**src/rtl/minmax_tree.sv**
```systemverilog
// Pipelined N-lane min/max finder: per-beat extremum with winning lane index,
// plus a running extremum across packets delimited by in_last.
module minmax_tree #(
  parameter int unsigned WIDTH  = 8,
  parameter int unsigned N_CH   = 4,
  parameter int unsigned SIGNED = 0
) (
  input  logic                      clk,
  input  logic                      rst_n,
  input  logic                      in_valid,
  output logic                      in_ready,
  input  logic [N_CH*WIDTH-1:0]     in_data,
  input  logic                      in_mode,
  input  logic                      in_last,
  output logic                      out_valid,
  input  logic                      out_ready,
  output logic [WIDTH-1:0]          out_data,
  output logic [$clog2(N_CH)-1:0]   out_idx,
  output logic [WIDTH-1:0]          out_acc,
  output logic                      out_last
);

  localparam int unsigned LAT = $clog2(N_CH);
  localparam int unsigned FIN = LAT - 1;
  // XOR-ing the sign bit maps two's-complement order onto unsigned order.
  localparam logic [WIDTH-1:0] FLIP = (SIGNED != 0) ? {1'b1, {(WIDTH-1){1'b0}}} : '0;

  // True when cand strictly beats cur; ties keep cur, the lower lane.
  function automatic logic beats(input logic [WIDTH-1:0] cur,
                                 input logic [WIDTH-1:0] cand,
                                 input logic             mode);
    logic [WIDTH-1:0] kc;
    logic [WIDTH-1:0] kn;
    kc = cur ^ FLIP;
    kn = cand ^ FLIP;
    return mode ? (kn > kc) : (kn < kc);
  endfunction

  logic adv;
  assign adv      = !out_valid || out_ready;
  assign in_ready = adv;

  // Level 0 is the raw input beat; level k>=1 holds N_CH>>k registered winners.
  for (genvar k = 0; k < LAT; k++) begin : g_lvl
    localparam int unsigned CNT = N_CH >> k;
    logic [WIDTH-1:0] val [CNT];
    logic [LAT-1:0]   idx [CNT];
    logic             vld;
    logic             mode;
    logic             last;

    if (k == 0) begin : g_in
      for (genvar j = 0; j < CNT; j++) begin : g_lane
        assign val[j] = in_data[j*WIDTH +: WIDTH];
        assign idx[j] = LAT'(j);
      end
      assign vld  = in_valid;
      assign mode = in_mode;
      assign last = in_last;
    end else begin : g_st
      always_ff @(posedge clk or negedge rst_n) begin
        if (!rst_n) begin
          vld  <= 1'b0;
          mode <= 1'b0;
          last <= 1'b0;
          for (int j = 0; j < CNT; j++) begin
            val[j] <= '0;
            idx[j] <= '0;
          end
        end else if (adv) begin
          vld  <= g_lvl[k-1].vld;
          mode <= g_lvl[k-1].mode;
          last <= g_lvl[k-1].last;
          for (int j = 0; j < CNT; j++) begin
            if (beats(g_lvl[k-1].val[2*j], g_lvl[k-1].val[2*j+1], g_lvl[k-1].mode)) begin
              val[j] <= g_lvl[k-1].val[2*j+1];
              idx[j] <= g_lvl[k-1].idx[2*j+1];
            end else begin
              val[j] <= g_lvl[k-1].val[2*j];
              idx[j] <= g_lvl[k-1].idx[2*j];
            end
          end
        end
      end
    end
  end

  logic             acc_empty;
  logic             fin_sel_c;
  logic [WIDTH-1:0] fin_val_c;
  logic [LAT-1:0]   fin_idx_c;
  logic             acc_fresh_c;
  logic [WIDTH-1:0] acc_nxt_c;

  // Final pair compare and accumulator update feeding the output register.
  always_comb begin
    fin_sel_c   = beats(g_lvl[FIN].val[0], g_lvl[FIN].val[1], g_lvl[FIN].mode);
    fin_val_c   = fin_sel_c ? g_lvl[FIN].val[1] : g_lvl[FIN].val[0];
    fin_idx_c   = fin_sel_c ? g_lvl[FIN].idx[1] : g_lvl[FIN].idx[0];
    // A packet-closing beat leaving this cycle empties the accumulator for the new one.
    acc_fresh_c = acc_empty || (out_valid && out_ready && out_last);
    acc_nxt_c   = out_acc;
    if (acc_fresh_c || beats(out_acc, fin_val_c, g_lvl[FIN].mode)) begin
      acc_nxt_c = fin_val_c;
    end
  end

  always_ff @(posedge clk or negedge rst_n) begin
    if (!rst_n) begin
      out_valid <= 1'b0;
      out_data  <= '0;
      out_idx   <= '0;
      out_acc   <= '0;
      out_last  <= 1'b0;
      acc_empty <= 1'b1;
    end else begin
      if (adv) begin
        out_valid <= g_lvl[FIN].vld;
        if (g_lvl[FIN].vld) begin
          out_data <= fin_val_c;
          out_idx  <= fin_idx_c;
          out_acc  <= acc_nxt_c;
          out_last <= g_lvl[FIN].last;
        end
      end
      if (adv && g_lvl[FIN].vld) begin
        acc_empty <= 1'b0;
      end else if (out_valid && out_ready && out_last) begin
        acc_empty <= 1'b1;
      end
    end
  end

endmodule

```
**config.mk**
```make
export PLATFORM = sky130hd
export DESIGN_NAME = minmax_tree
export DESIGN_NICKNAME = d
export VERILOG_FILES = /design/src/rtl/minmax_tree.sv
export SDC_FILE = /design/constraint.sdc
export NUM_CORES = 1
export LEC_CHECK = 0
export ABC_AREA = 1
export CAP_MARGIN = 15
export CORE_ASPECT_RATIO = 1.5
export CORE_MARGIN = 2
export CORE_UTILIZATION = 38
export CTS_CLUSTER_SIZE = 40
export DETAILED_ROUTE_END_ITERATION = 6
export GPL_TIMING_DRIVEN = 0
export SLEW_MARGIN = 20
export SYNTH_ARGS = -nofsm -noshare
export SYNTH_HDL_FRONTEND = slang
export SYNTH_SLANG_ARGS = --single-unit
```
**constraint.sdc**
```tcl
create_clock -name clk -period 2.31 [get_ports clk]
set_input_delay 0.693 -clock clk [delete_from_list [all_inputs] [get_ports clk]]
set_output_delay 0.693 -clock clk [all_outputs]
set_load 0.1 [all_outputs]
```
==> out/metrics.cfg, run 1 <==
[layout]
final_cell_mix = nand2_1 (150), inv_1 (51), dfrtp_1 (42)
final_cells = 593
finalInstanceArea_mm2 = 0.00429
n_antenna_cell = 0
layout-drive-gt1-share = 0.206
nets = 560
areaGrowthSynthToFinish_pct = 46.2
layout_commonest_cell = nand2_1

[clocking]
cts_htree_levels = 2
cts_buffers = 5
postCtsHoldBufs = 0
cts.clk_slew.worst_paths_ns = 0.06
cts_tree = done
cts.sinks = 43
root_buffer = clkbuf_16
clock_latency_ns = 0.28
clock_path_buffers = 2

[worst_setup_path]
startpoint_type = flip-flop
timing.rr.end = out_acc[7]
critical_path_buf_inv_count = 2
r2r_slack_ns = -0.42
cp_max_fo = 8
critPathKind = flip-flop to flip-flop
reg2regPathDepth = 18
crit_family = simple AND/OR/NAND/NOR gates
cpMaxStageDelayCell = dfrtp_1
r2r_start = g_lvl[1].val[13]
critPathMaxStageDelay_ns = 0.41
crit_chain = inv_2 > ha_4 > a21oi_1 > nor2_1 > nor2_2 > nand3_2 > buf_6 > nand3_1 > nand2_2 > ha_1 > nand2_2 > nor2_4 > nand2_1 > nand3_1 > nand2_2 > a21oi_4 > nand2_1 > nand2_1
critPathRequiredTime_ns = 2.53
cp.arrival_ns = 2.96
end_kind = flip-flop

[synth]
syn_nets = 468
syn_avg_cell_area_um2 = 7.37
synthesis.area_mm2 = 0.00293
syn_inst = 398
ys_warn_count = 0
ys_ff_latch = 43
yosysUniqueCellTypes = 25
synth-seq-area-share = 0.367

[global_routing]
grt_pass1_vias = 2885
grt_pass1_wl_um = 12300
grt_overflow = 0
antenna_found_initial = 0
grt_max_degree = 23
track_usage = 0.183

[drt]
ant_nets = 0
highest_layer = met4
drc = 0
drt-pass1-iter-count = 4
finalWirelength_um = 7510
vias = 2835
routedWlPerCell_um = 12.7
drt-met1-wl_um = 2910
wl_met2_um = 4240
drt-initial-drc-count = 69
via_per_inst = 4.78
wl_met3_um = 179

[sta]
slew_viol_final = 0
period_minus_slack_ns = 2.73
period_share = 1.18
finalSetupViolations = 8
slew_headroom = 0.355
fmax_mhz = 366
fin_skew_ns = 0.00443
hold_viol = 0
rsz0062_at_grt = true
fin_ws_ns = -0.424
finalSetupTns_ns = -3.31
worst_slew_pin_slew_ns = 0.971

[place]
dp_cells = 559
dp_slack_ns = -1.27
hpwl_um = 5520
place.gp.congestion = 0.748
port_buffers = 58
place_area_mm2 = 0.00371

[pwr]
leakagePower_nw = 2.29
p_per_area_mw_per_mm2 = 1200
peakVddDrop_mv = 0.592

[min_path]
hp-class = primary input to async pin

[die]
ioPinCount = 59
design.die.area_mm2 = 0.00845
die_h_um = 112
num_rows = 39
die_x_um = 75.7
core_area_mm2 = 0.00756
initial_core_util = 0.388

[run_status]
failed_checks = setup timing
status = finished with violations

[flow_run]
drv_cap = 0

## flip-flops by register name (all words and copies together), names as in the netlist, 2 cells and up
| name | cells |
|---|---|
| out_acc | 8 |
| out_idx | 2 |
| out_data | 8 |
| g_lvl.idx | 3 |
| g_lvl.val | 16 |
## worst register-to-register path: cells and delay by family (launching register included)
| kind | cells | cell delay, ns |
|---|---|---|
| AND/OR/NAND/NOR | 12 | 1.14 |
| buffers and inverters | 2 | 0.26 |
| adder cells (fa/ha/maj) | 2 | 0.48 |
| AO/OA/AOI/OAI | 2 | 0.39 |
| flip-flops | 1 | 0.41 |
## report_power, final
part / internal, mW / switching (mW) / total [mW]
Clock: 0.460 / 0.275 / 0.735
Combinational: 0.963 / 2.29 / 3.25
Sequential: 0.989 / 0.155 / 1.14
Total: 2.41 / 2.72 / 5.13
## final cells by class
| cell class | instances | area (µm²) |
|---|---|---|
| clock buffer | 8 | 156 |
| buffer | 8 | 58.8 |
| timing repair buffer | 79 | 744 |
| inverter | 54 | 203 |
| fill | 731 | 3280 |
| tap | 102 | 128 |
| sequential | 43 | 1080 |
| multi-input combinational | 299 | 1920 |
## timing repair
| action | in CTS | in global routing |
|---|---|---|
| resized for setup | 51 | 32 |
| setup buffers | 12 | 6 |
| setup endpoints to repair | 38 | 25 |
| pin swaps | 27 | 22 |
| gates cloned | 2 | 6 |
## kinds of logic after synthesis
logic type                 after synthesis  share of synthesized area
buffers and inverters                   62                     0.0853
and+or+nand+nor                        238                      0.363
AOI/OAI and AO/OA                       23                     0.0482
DFF                                     43                      0.367
adders and majority gates               32                      0.137
## routing by layer
layer / global-route usage / up-vias
met5: 0 / -
met3: 0.0190 / 15
met1: 0.190 / 1308
li1: - / 1449
met4: 0.0585 / 0
met2: 0.358 / 63
## stage by stage
step | util | hold slack [ns] | total power [mW]
detailed placement | 0.490 | 0.457 | 4.09
global route | 0.567 | 0.423 | 5.47
floorplan | - | 0.397 | 3.37
CTS | 0.539 | 0.410 | 5.01
finish | 0.567 | 0.388 | 5.13
global placement | 0.487 | 0.454 | 4.01
## worst max-delay path by stage
stage                           startpoint    endpoint  slack [ns]  cells after the start
after global placement           out_ready    in_ready       -1.28                      5
after floorplan           g_lvl[1].val[13]  out_acc[0]       -0.16                     21
after global routing      g_lvl[1].val[13]  out_acc[6]       -0.66                     22
final                     g_lvl[1].val[13]  out_acc[7]       -0.42                     18
after CTS                 g_lvl[1].val[15]  out_acc[6]       -0.43                     18
after detailed placement         out_ready    in_ready       -1.27                      5
## cell usage after synthesis
| cell | number | share of area |
|---|---|---|
| a21o_1 | 2 | 0.0051 |
| a21oi_1 | 9 | 0.015 |
| a21oi_4 | 1 | 0.0055 |
| buf_1 | 1 | 0.0013 |
| buf_2 | 2 | 0.0034 |
| buf_6 | 2 | 0.0077 |
| clkbuf_1 | 3 | 0.0038 |
| dfrtp_1 | 42 | 0.36 |
| dfstp_2 | 1 | 0.0090 |
| ha_1 | 32 | 0.14 |
| inv_1 | 53 | 0.068 |
| inv_2 | 1 | 0.0013 |
| nand2_1 | 160 | 0.20 |
| nand2_2 | 15 | 0.032 |
| nand3_1 | 27 | 0.046 |
| nand3_2 | 4 | 0.014 |
| nand3b_1 | 15 | 0.038 |
| nand4_1 | 4 | 0.0085 |
| nor2_1 | 10 | 0.013 |
| nor2_2 | 2 | 0.0043 |
| o21a_1 | 2 | 0.0051 |
| o21ai_0 | 6 | 0.010 |
| o21ai_1 | 1 | 0.0017 |
| o21bai_1 | 2 | 0.0051 |
| or2_2 | 1 | 0.0021 |
Note: power is estimated with default switching activity, not from simulation.
==> run 2: changes to the inputs <==
- CAP_MARGIN: 15 -> 25
==> results of run 2 <==
The final DEF is identical to that of run 1; final timing and power are the same.
